[config.mk]
export PLATFORM = sky130hd
export DESIGN_NAME = bcd_display_mux
export DESIGN_NICKNAME = d
export VERILOG_FILES = /design/src/rtl/bcd_disp_pkg.sv /design/src/rtl/bcd_to_7seg.sv /design/src/rtl/bcd_display_mux.sv
export SDC_FILE = /design/constraint.sdc
export NUM_CORES = 1
export LEC_CHECK = 0
export ABC_AREA = 1
export ABC_CLOCK_PERIOD_IN_PS = 1900
export BUFFER_PORTS_ARGS = -buffer_cell sky130_fd_sc_hd__buf_4
export CORE_MARGIN = 2
export CORE_UTILIZATION = 50
export DETAILED_ROUTE_END_ITERATION = 6
export MAX_ROUTING_LAYER = met4
export PLACE_DENSITY = 0.7
export SYNTH_ARGS = -nofsm -noshare
export SYNTH_HDL_FRONTEND = slang
export SYNTH_SLANG_ARGS = --single-unit
[constraint.sdc]
create_clock -name clk -period 1.9 [get_ports clk]
set_input_delay 0.38 -clock clk [delete_from_list [all_inputs] [get_ports clk]]
set_output_delay 0.38 -clock clk [all_outputs]
set_load 0.005 [all_outputs]
[src/rtl/bcd_disp_pkg.sv]
// Shared constants for BCD 7-segment display stages.
// Glyphs are active-high in {g,f,e,d,c,b,a} order.
// DIG_UNITS/DIG_TENS index the two-digit shadow register and the anode bus.
package bcd_disp_pkg;

  localparam logic [6:0] SEG_0    = 7'b0111111;
  localparam logic [6:0] SEG_1    = 7'b0000110;
  localparam logic [6:0] SEG_2    = 7'b1011011;
  localparam logic [6:0] SEG_3    = 7'b1001111;
  localparam logic [6:0] SEG_4    = 7'b1100110;
  localparam logic [6:0] SEG_5    = 7'b1101101;
  localparam logic [6:0] SEG_6    = 7'b1111101;
  localparam logic [6:0] SEG_7    = 7'b0000111;
  localparam logic [6:0] SEG_8    = 7'b1111111;
  localparam logic [6:0] SEG_9    = 7'b1101111;
  localparam logic [6:0] SEG_DASH = 7'b1000000;
  localparam logic [6:0] SEG_OFF  = 7'b0000000;

  localparam int DIG_UNITS = 0;
  localparam int DIG_TENS  = 1;

endpackage

[src/rtl/bcd_to_7seg.sv]
// Combinational BCD to 7-segment decoder, active-high output.
// Codes 10..15 are not valid BCD and are shown as a dash (segment g).
//   bcd : 4-bit code in
//   seg : {g,f,e,d,c,b,a} pattern out
module bcd_to_7seg
  import bcd_disp_pkg::*;
(
  input  logic [3:0] bcd,
  output logic [6:0] seg
);

  always_comb begin
    seg = SEG_DASH;
    case (bcd)
      4'd0: seg = SEG_0;
      4'd1: seg = SEG_1;
      4'd2: seg = SEG_2;
      4'd3: seg = SEG_3;
      4'd4: seg = SEG_4;
      4'd5: seg = SEG_5;
      4'd6: seg = SEG_6;
      4'd7: seg = SEG_7;
      4'd8: seg = SEG_8;
      4'd9: seg = SEG_9;
      default: seg = SEG_DASH;
    endcase
  end

endmodule

[src/rtl/bcd_display_mux.sv]
// Two-digit time-multiplexed common-anode 7-segment driver.
// Both digits are captured together at the end of each tens slot so a
// frame never mixes two counter values. Each slot opens with a guard
// window of dark anodes to suppress ghosting. an/seg are registered.
//   clk   : clock, rising edge
//   reset : synchronous, active-high
//   en    : display enable (timing keeps running while low)
//   bcd1  : tens digit, bcd0 : units digit
//   an    : anode enables, an[0] units, an[1] tens
//   seg   : segments {g,f,e,d,c,b,a}
module bcd_display_mux
  import bcd_disp_pkg::*;
#(
  parameter int REFRESH_DIV   = 50000,
  parameter int GUARD_CYCLES  = 4,
  parameter int ACTIVE_LOW    = 1,
  parameter int BLANK_LEADING = 1
) (
  input  logic       clk,
  input  logic       reset,
  input  logic       en,
  input  logic [3:0] bcd1,
  input  logic [3:0] bcd0,
  output logic [1:0] an,
  output logic [6:0] seg
);

  localparam int              CW      = $clog2(REFRESH_DIV);
  localparam logic [CW-1:0]   CNT_MAX = CW'(REFRESH_DIV - 1);
  localparam logic [CW-1:0]   GUARD   = CW'(GUARD_CYCLES);
  // XOR masks: all-ones flips internal active-high to active-low pins
  localparam logic [1:0]      AN_POL  = (ACTIVE_LOW != 0) ? 2'b11 : 2'b00;
  localparam logic [6:0]      SEG_POL = (ACTIVE_LOW != 0) ? 7'h7F : 7'h00;

  logic [CW-1:0]   cnt;
  logic            digit_sel;
  logic [1:0][3:0] shadow;
  logic            slot_end;
  logic [3:0]      cur_bcd;
  logic [6:0]      glyph;
  logic            blank;
  logic            active;
  logic [1:0]      an_nxt;
  logic [6:0]      seg_nxt;

  assign slot_end = (cnt == CNT_MAX);
  assign cur_bcd  = shadow[digit_sel];

  bcd_to_7seg u_dec (
    .bcd (cur_bcd),
    .seg (glyph)
  );

  always_comb begin
    an_nxt  = 2'b00;
    seg_nxt = SEG_OFF;
    blank   = (BLANK_LEADING != 0) && (digit_sel == 1'(DIG_TENS))
              && (shadow[DIG_TENS] == 4'd0);
    active  = en && (cnt >= GUARD) && !blank;
    if (active) begin
      an_nxt[digit_sel] = 1'b1;
      seg_nxt           = glyph;
    end
  end

  always_ff @(posedge clk) begin
    if (reset) begin
      cnt       <= '0;
      digit_sel <= 1'(DIG_UNITS);
      shadow    <= '0;
      an        <= AN_POL;
      seg       <= SEG_POL;
    end else begin
      cnt <= slot_end ? '0 : cnt + CW'(1);
      if (slot_end) begin
        digit_sel <= ~digit_sel;
        // latch the next frame only as the tens slot closes
        if (digit_sel == 1'(DIG_TENS)) begin
          shadow[DIG_TENS]  <= bcd1;
          shadow[DIG_UNITS] <= bcd0;
        end
      end
      an  <= an_nxt ^ AN_POL;
      seg <= seg_nxt ^ SEG_POL;
    end
  end

endmodule

### Word-level counts from Yosys, hierarchy flattened

Memories as Yosys holds them, arrays and structs flattened.
Index checks and enable logic that the tools add are counted.

* word-level logic and storage cells: 29
* ROM bits: 112
* bits in latches: 0
* memory bits (writable): 0
* memories kept: 1
* output and inout bits: 9
* input port bits: 11
* flip-flop bits (word level): 34

* bitwise logic cells: 3
* multipliers: 0
* mux-type cells: 6
* $add $sub $neg: 1
* shift-type cells: 0
* divide/modulo/power cells: 0
* reduce and logical (&&, ||, !) cells: 8
* eq/ne operators: 1
* magnitude comparators: 3

Memory list
* (no name shown): words 16, bits a word 7, rd ports 1, clocked after Yosys merged registers in 0, wr ports 0, RTL line bcd_to_7seg.sv:14 `case (bcd)`

Operators by type and width (count)
* $add A16 B1 Y16 const B: 1
* $eq A16 B16 Y1 const B: 1
* $ge A16 B3 Y1 const B: 1
* $mux W4: 2
* $mux W7: 1
* $not A7 Y7: 1
* $logic_and A1 B1 Y1: 4
* $logic_not A4 Y1: 1
* $lt A1 B2 Y1 const B: 1
* $mux W2: 1
* $not A2 Y2: 1
* $reduce_and A2 Y1: 1
* $reduce_or A2 Y1: 1
* $demux W1 S1: 1
* $ge A1 B1 Y1 const B: 1
* $logic_not A1 Y1: 1
* $mux W1: 1
* $not A1 Y1: 1

### Longest topological paths before layout

Gate-level depths: netlist of run 1.

* depth in word-level cells: 6
* mapped depth: 10
* mapped depth without buffers: 10

### By module

Synthesis of run 1 repeated with hierarchy kept, for this count alone.

* cells, all modules: 267
* area total of the unflattened synthesis: 1834.3 sq um

By module, submodules not included
* bcd_display_mux: area an instance 1641.6 sq um, seq. area each 680.7 sq um, times used 1, cells each 231
* bcd_to_7seg: area an instance 192.7 sq um, seq. area each 0.0 sq um, times used 1, cells each 36

### Worst setup path before layout of run 1

OpenSTA, ideal clock, no wires.

* kind: register to register
* from: register digit_sel
* to: register seg[0]
* data required time: 1.769 ns
* setup time: 0.131 ns
* data arrival time: 1.510 ns
* setup slack: 0.259 ns
* stages on the path, launching flop included: 9
* period minus slack after synthesis: 1.641 ns
* cells stage by stage: dfxtp_1 buf_4 o21ai_0 inv_1 ha_1 o21ai_0 nor2_1 nor2_1 nand2_1

* cells in the longest elaborated chain, start to end: 5
* elaborated cells between the ends (all ways): 8
* those cells by class: mux (3); bitwise (1); reduce/logical (3); memory (1)

Ends and longest elaborated chain
* from (decl): RTL line bcd_display_mux.sv:36 `logic digit_sel;`
* from (signal assigned): RTL line bcd_display_mux.sv:69 `digit_sel <= 1'(DIG_UNITS);`
* from (signal assigned): RTL line bcd_display_mux.sv:76 `digit_sel <= ~digit_sel;`
* $mux W4 (implied by the code) / $logic_and A1 B1 Y1 (equally long branches): RTL line bcd_display_mux.sv:47, bcd_display_mux.sv:58
* $mux W4 (implied by the code) / $logic_not A1 Y1 (equally long branches): RTL line bcd_display_mux.sv:47, bcd_display_mux.sv:59
* $mem_v2 Z16 W7 / $logic_and A1 B1 Y1 (equally long branches)
* $mux W7 (*): RTL line bcd_display_mux.sv:60 `if (active) begin`
* $not A7 Y7 (no line) (*)
* to (signal assigned): RTL line bcd_display_mux.sv:84 `seg <= seg_nxt ^ SEG_POL;`
* to (decl): RTL line bcd_display_mux.sv:25 `output logic [6:0] seg`

Mark *: on every way between the ends. The rest lies on a longest branch, timed or not. The select of a mux whose other input is x is not followed.
A chain may end at the register's enable or synchronous reset.

### Worst setup path after layout of run 1

* from: register digit_sel
* to: register seg[5]

Same word-level chain as after synthesis.

==> flow_results.org, run 1 <==
** Run status
- The run finished with clean final reports.

** Detailed routing
- For this run, the detailed router's first-pass iteration total came to 4.
- After detailed routing, the number of vias per cell comes to 4.547.
- Highest Signal Layer :: met4
- Routed wirelength normalized by instance count :: about 9.3 microns
- Routed wire length :: 3090 microns
- DRC viols :: 0
- Post-detailed-route count of antenna-violating nets :: 0
- Detailed routing placed a total of 1254 microns of wire on met2.
- Detailed router's first-iteration violation count :: 91
- Met3 Routed Length :: between 150 and 200 microns
- In the final routing, the length of wire on met1 measures 1627 microns.
- Total via count in the routed design :: 1505

** Floorplanning
- Height of the chip :: 63.95 microns
- For this configuration, the core starts out at a cell density of 53.01%.
- Die ar. :: 4089 sq um
- Top Ports :: 20
- In this run the standard cell core region covers 3390 sq um.
- Number of rows created at floorplan :: 21
- Die span in x :: roughly 64 microns

** Hold path
- HP Class :: in2reg

** Placement
- Routability-driven placement finished with a final weighted congestion of 0.8305.
- Detailed placement ended at an HPWL of approximately 2400 microns.
- Input/output buffers :: 19

** Pwr
- Of the total power, the clock network draws 38.3%.
- Summed over all cells, the static leakage comes to 0.9792 nW.
- Max VDD drop :: 0.0004853 V
- Sequential cells burn 57.0% of the power.
- Internal power comes to about 1 mW.
- For this design the total switching power over the nets is 271.9 uW.
- Switching share of power :: 21.35%
- In this run, the combinational gates consume 4.7% of the power.
- PwrDens :: 617.3 nW/um^2
- Design Power :: between 1 and 1.5 mW

** Synthesis
- Post-synthesis instance area :: 1797 sq um
- After synthesis, the netlist uses 28 different library cells.
- Register bit total from synthesis :: 34
- Mean cell area of the mapped netlist :: 6.910 sq um
- Sequential-to-total area share from yosys stat :: around 38%
- The Yosys step of the flow raised 0 warnings.
- Synthesis produced a netlist whose cell count is 260.
- Counting every net in the synthesized netlist gives 278.

** Critical path
- The critical path is of the reg2reg type.
- The worst setup path is launched from a flip-flop.
- Element type at the critical path end :: flip-flop
- Worst endpoint required time :: 2.11 ns
- At the worst endpoint, the arrival time is around 1.8 ns.
- Along the worst path, the maximum fanout reaches 9.

** Timing
- In this run the tightest slew margin relative to its limit is 71.85%.
- Timing would allow up to 641.4 MHz.
- Setup tns final :: 0 ns
- After layout, the minimum clock period comes to 1.559 ns.
- The worst path uses 82.06% of the clock period.
- For the pin with the worst max-slew slack, the measured transition is around 0.42 ns.
- Final hold vios :: 0
- Worst Hold Slack :: between 0.2 and 0.3 ns
- RSZ-0062 raised after global routing :: no
- Final setup viols :: 0
- Max-slew violations :: 0
- Clk_skew :: around 0.013 ns

** Final layout
- Register area :: 680.7 sq um
- Number of filler instances in the final layout :: 329
- Leaving out fill and tap cells, the most frequent cell in the layout is sky130_fd_sc_hd__nand2_1.
- Area growth, synth to finish :: 14.83%
- Diodes inserted :: 0
- In the layout the commonest cells are sky130_fd_sc_hd__nand2_1 (62), sky130_fd_sc_hd__nor2_1 (49), sky130_fd_sc_hd__inv_1 (44), sky130_fd_sc_hd__dfxtp_1 (34), sky130_fd_sc_hd__buf_4 (21).
- Cells with a size suffix above 1 make up 14.74% of the layout.
- Net total in the final layout :: 302
- Total area of multi-input combinational cells :: roughly 920 sq um

** Clocking
- Post-CTS sizing :: 0
- In this run, CTS created clock tree buffers numbering 5.
- The tree is rooted in a sky130_fd_sc_hd__clkbuf_4.
- Clock latency reported for the late side of the worst-skew pair :: 0.34 ns
- CTS H-tree depth :: 2
- Hold bufs inserted after CTS :: 0
- In this run the deepest clock path goes through 2 buffers.
- Worst-path clk slew :: 0.10 ns
- The clock drives 34 sinks.
- TritonCTS built the clock tree.
- Number of setup buffers added after CTS :: 0

** Global routing
- The number of global-route vias before repair came to between 1000 and 1500.
- Global-route wire length before repair :: 5595 microns
- After global routing the overflow that remains totals 0.
- Global routing consumed, over all layers together, 17.91% of the routing resources.
- Initial antenna violation count :: 0
- Largest net degree at the start of global routing :: 16

** Flow run
- Number of violations of the max-capacitance limit :: 0
worst max-delay path, cell delays in order, from the launching register on:
cell                      delay, ns
sky130_fd_sc_hd__dfxtp_1       0.45
sky130_fd_sc_hd__nand2_1       0.11
sky130_fd_sc_hd__o21ai_1       0.23
sky130_fd_sc_hd__inv_1         0.12
sky130_fd_sc_hd__ha_1          0.20
sky130_fd_sc_hd__inv_1         0.05
sky130_fd_sc_hd__a21oi_1       0.07
sky130_fd_sc_hd__a21oi_1       0.15
sky130_fd_sc_hd__nand2_1       0.06
power by group through the flow:
stage	Combinational, mW	Clock [mW]	Sequential [mW]
global route	0.0690	0.529	0.729
detailed placement	0.0610	0	0.743
finish	0.0599	0.488	0.726
global placement	0.0606	0	0.743
floorplan	0.0354	0	0.742
CTS	0.0610	0.507	0.726
Yosys cell counts, drive strengths merged:
master,n,area (sq um)
nand4,11,68.82
xnor2,1,8.760
a21oi,9,48.80
nor4,1,6.260
or2,2,12.52
nor2,53,236.5
ha,7,87.58
nand2,65,261.5
xor2,5,43.79
inv,45,168.9
nor3,2,10.01
o21ai,10,50.05
dfxtp,34,680.7
buf,4,27.52
nand3,11,85.08
cell families (layout without fill, tap and decap cells):
family                   Yosys count  after routing  share of synthesized area [%]
XOR/XNOR                           6              6                          2.925
AND/OR/NAND/NOR                  145            145                          37.88
flip-flops                        34             34                          37.88
adder cells (fa/ha/maj)            7              7                          4.874
AO/OA/AOI/OAI                     19             19                          5.502
buffers and inverters             49             74                          10.93
registers in the layout, summed over array words and instances (netlist names):
signal / cells
seg: 7
digit_sel: 1
an: 2
shadow: 8
cnt: 16
final timing paths:
path                            startpoint  slack (ns)      to  cells past startpoint
worst max-delay path             digit_sel        0.34  seg[5]                      8
worst min register to register      cnt[0]        0.47  cnt[0]                      1
worst max register to register   digit_sel        0.34  seg[5]                      8
worst min-delay path                 reset        0.27  seg[4]                      3
routing by layer:
layer  track usage [%]  up-vias
met5                 -        -
met4             8.967        0
met3             4.225        4
met2             26.56       36
met1             22.81      621
li1                  -      844
area by class of cell:
class,instances,share of cell area [%]
multi-input combinational,177,44.57
sequential,34,32.99
inverter,45,8.187
timing repair buffer,21,7.641
clock buffer,8,3.820
tap,46,2.790
stage by stage:
| stage | util [%] | instances | worst slack (ns) | area (sq um) |
|---|---|---|---|---|
| 2_1_floorplan | - | 260 | 0.2589 | 1797 |
| 3_3_place_gp | 58.55 | 323 | 0.3909 | 1984 |
| 3_5_place_dp | 58.55 | 323 | 0.3586 | 1984 |
| 4_1_cts | 60.87 | 331 | 0.3388 | 2063 |
| 5_1_grt | 60.87 | 331 | 0.1273 | 2063 |
| 6_report | 60.87 | 331 | 0.3409 | 2063 |
(Power assumes the default switching activity.)
==> inputs of run 2 (changes only) <==
--- a/config.mk
+++ b/config.mk
@@ -6,13 +6,13 @@
 export NUM_CORES = 1
 export LEC_CHECK = 0
 export ABC_AREA = 1
-export ABC_CLOCK_PERIOD_IN_PS = 1900
+export ABC_CLOCK_PERIOD_IN_PS = 1400
 export BUFFER_PORTS_ARGS = -buffer_cell sky130_fd_sc_hd__buf_4
 export CORE_MARGIN = 2
 export CORE_UTILIZATION = 50
 export DETAILED_ROUTE_END_ITERATION = 6
 export MAX_ROUTING_LAYER = met4
-export PLACE_DENSITY = 0.7
+export PLACE_DENSITY = 0.72
 export SYNTH_ARGS = -nofsm -noshare
 export SYNTH_HDL_FRONTEND = slang
 export SYNTH_SLANG_ARGS = --single-unit
==> constraint.sdc (replaced) <==
create_clock -name clk -period 1.4 [get_ports clk]
set_input_delay 0.28 -clock clk [delete_from_list [all_inputs] [get_ports clk]]
set_output_delay 0.28 -clock clk [all_outputs]
set_load 0.005 [all_outputs]
==> run 2 against run 1 <==
Compared with the run above: sequential share of layout area shrank 2.9 points; fmax grew 15%; sequential power grew 35%; non-clock buffer count grew 18; clock skew shrank 0.0058 ns; die area is the same.
==> flow_results.org, run 2 (synthesis results as in run 1) <==
** Detailed routing
- The violation count after the first detailed-route iteration came to 113 (was 91).
- Routed wire length :: 3341 microns (was 3090 microns)
- 1st-pass router iterations :: 4 (unchanged)
- Post-detailed-route count of antenna-violating nets :: 0 (unchanged)
- The routed wirelength normalized by instance count came to 9.573 microns (was 9.335 microns).
- Vias per cell :: 4.570 (was 4.547)
- The count of vias placed by the detailed router is 1595 (was 1505).
- DRC viols :: 0 (unchanged)

** Hold path
- Cell depth of the worst hold path :: 3 (unchanged)
- Hold Startpoint :: reset (unchanged)
- Hold Path Sink :: an[1] (was seg[4])
- HP Class :: in2reg (unchanged)

** Clocking
- The clock edge transition at the registers on the reported setup and hold paths was 0.11 ns (was 0.10 ns).
- Clock tree from TritonCTS :: done (unchanged)
- Clock latency reported for the late side of the worst-skew pair :: 0.34 ns (about the same)
- Hold bufs inserted after CTS :: 0 (unchanged)
- Clock root buffer master :: sky130_fd_sc_hd__clkbuf_4 (unchanged)
- The number of buffers created by CTS came to 5 (unchanged).
- CTS H-tree depth :: 2 (unchanged)
- The maximum clock path buffer count is 2 (unchanged).
- Clk sink count :: 34 (unchanged)

** Floorplanning
- The height of the die is 63.95 microns (unchanged).
- Die ar. :: 4089 sq um (unchanged)
- Area of the placeable core :: 3390 sq um (unchanged)
- The effective utilization at floorplan came to 53.01% (unchanged).
- The total number of placement rows is 21 (unchanged).
- The count of pins on the block boundary is 20 (unchanged).
- Die span in x :: 63.95 microns (unchanged)

** Final layout
- Number of filler instances in the final layout :: 295 (was 329)
- Area growth, synth to finish :: 27.92% (was 14.83%)
- Most common cell after layout, fill and taps aside :: sky130_fd_sc_hd__nand2_1 (unchanged)
- Share of cells above drive strength 1 :: 27.72% (was 14.74%)
- The number of nets in the layout was 320 (was 302).
- Non-Filler Cell Area, Final :: 2298 sq um (was 2063 sq um)
- Largest registers :: cnt: 16 flops, shadow: 8 flops, seg: 7 flops (unchanged)
- The register with the most flip-flops is cnt (unchanged).
- Most frequent cells in the layout :: sky130_fd_sc_hd__nand2_1 (60), sky130_fd_sc_hd__nor2_1 (44), sky130_fd_sc_hd__inv_1 (42), sky130_fd_sc_hd__buf_4 (37), sky130_fd_sc_hd__dfxtp_1 (27) (was sky130_fd_sc_hd__nand2_1 (62), sky130_fd_sc_hd__nor2_1 (49), sky130_fd_sc_hd__inv_1 (44), sky130_fd_sc_hd__dfxtp_1 (34), sky130_fd_sc_hd__buf_4 (21))
- Diodes inserted :: 0 (unchanged)
- Largest register FFs :: 16 (unchanged)

** Timing
- Final setup viols :: 0 (unchanged)
- Final hold vios :: 0 (unchanged)
- The final period demand of the worst path is 1.359 ns (was 1.559 ns).
- The count of pins over their slew limit was 0 (unchanged).
- The highest clock rate was 736.1 MHz (was 641.4 MHz).
- RSZ-0062 raised after global routing :: yes (was no)
- The worst slew slack as a fraction of its limit is 79.15% (was 71.85%).
- The transition at the pin with the smallest max-transition slack came to 0.3099 ns (was 0.4179 ns).
- The final clock period utilization by the worst path was 97.04% (was 82.06%).
- Clk_skew :: 0.007685 ns (was 0.01345 ns)

** Critical path
- Arrival time reported for the critical path endpoint :: 1.60 ns (was 1.77 ns)
- The type of destination of the critical path was a flip-flop (unchanged).
- Reg-to-reg setup timing slack :: 0.04 ns (was 0.34 ns)
- Worst-path maximum fanout :: 7 (was 9)
- First element of the critical path :: digit_sel (unchanged)
- Worst endpoint required time :: 1.64 ns (was 2.11 ns)
- Worst reg2reg path depth :: 8 (unchanged)
- End of the worst register-to-register path :: seg[5] (unchanged)
- The launching element type of the critical path is a flip-flop (unchanged).
- Source of the worst register-to-register timing path :: digit_sel (unchanged)
- Category of the critical setup timing path :: reg2reg (unchanged)

** Pwr
- Max VDD drop :: 0.0004637 V (was 0.0004853 V)
- The power per cell area was 777.5 nW/um^2 (was 617.3 nW/um^2).
- Design Power :: 1.787 mW (was 1.274 mW)
- Leakage power figure :: 1.087 nW (was 0.9792 nW)

** Placement
- Final weighted congestion in routability-driven placement :: 0.8355 (was 0.8305)
- The cell area reported after detailed placement was 2097 sq um (was 1984 sq um).
- The count of buffers inserted at the top-level ports was 19 (unchanged).
- The HPWL reported at the end of detailed placement was 2472 microns (was 2385 microns).

** Global routing
- Overall Global Routing Usage :: 19.26% (was 17.91%)
- M2 GR Usage :: 26.95% (was 26.56%)
- The remaining global-route overflow was 0 (unchanged).
- The maximum number of pins on one net before global-route repair came to 16 (unchanged).
- The met3 global-route usage is 5.810% (was 4.225%).
- Global route hottest layer :: met2 (unchanged)
- The number of antenna violations at the first check in global routing was 0 (unchanged).
- The number of global-route vias before repair was 1441 (was 1392).
- The wire length of the first global-routing pass is 6009 microns (was 5595 microns).
- The met1 track utilization from global routing is 25.39% (was 22.81%).

** Run status
- Run status :: finished, final reports clean (unchanged)

** Flow run
- Number of violations of the max-capacitance limit :: 0 (unchanged)
==> run 2: routing by layer <==
metal | wire, microns | share of wire, %
met1 | 1656 | 50
met2 | 1433 | 43
met3 | 194 | 5.8
met4 | 55 | 1.6
met5 | 0 | 0
==> run 2: worst max path at each step <==
stage             end  cells past startpoint
3_5_place_dp   seg[3]                      8
4_1_cts        seg[3]                      8
6_report       seg[5]                      8
5_1_grt        seg[5]                      8
2_1_floorplan  seg[0]                      9
3_3_place_gp   seg[3]                      8
==> run 2: layout make-up <==
cell class	count	area, sq um	area share [%]
sequential	34	691.9	30.10
inverter	45	168.9	7.349
tap	46	57.56	2.504
clock inverter	3	40.04	1.742
clock buffer	5	37.54	1.633
multi-input combinational	177	1002	43.60
timing repair buffer	39	300.3	13.06
==> run 2: stage by stage <==
| stage | TNS [ns] | cells | hold slack, ns | setup slack (ns) | util (%) |
|---|---|---|---|---|---|
| 6_report | 0 | 349 | 0.1517 | 0.04143 | 67.81 |
| 5_1_grt | -0.1971 | 349 | 0.1421 | -0.05604 | 67.81 |
| 4_1_cts | 0 | 344 | 0.1399 | 0.003147 | 64.38 |
| 3_5_place_dp | -0.07240 | 336 | 0.4725 | -0.04283 | 61.87 |
| 3_3_place_gp | -0.01155 | 336 | 0.4665 | -0.008309 | 61.87 |
| 2_1_floorplan | 0 | 260 | 0.3791 | 0.04804 | - |
==> run 2: critical path: stages (launching register included) <==
cell and delay (ns):
sky130_fd_sc_hd__dfxtp_4 0.38, sky130_fd_sc_hd__buf_6 0.12, sky130_fd_sc_hd__o21ai_4 0.16, sky130_fd_sc_hd__inv_2 0.08, sky130_fd_sc_hd__ha_1 0.19, sky130_fd_sc_hd__inv_1 0.06, sky130_fd_sc_hd__a21oi_2 0.06, sky130_fd_sc_hd__a21oi_1 0.15
sky130_fd_sc_hd__nand2_1 0.06
==> run 2: what timing repair did <==
action,CTS,global route
setup endpoints to repair,5,31
setup buffers,0,5
pin swaps,1,11
cloned,0,0
resized for setup,4,27
==> run 2: report_power, final <==
part / switching, mW / leakage [nW] / internal, mW
sequential: 0.00678 / 0.279 / 0.976
clock: 0.339 / 0.0450 / 0.370
combinational: 0.0459 / 0.763 / 0.0501
total: 0.392 / 1.09 / 1.40
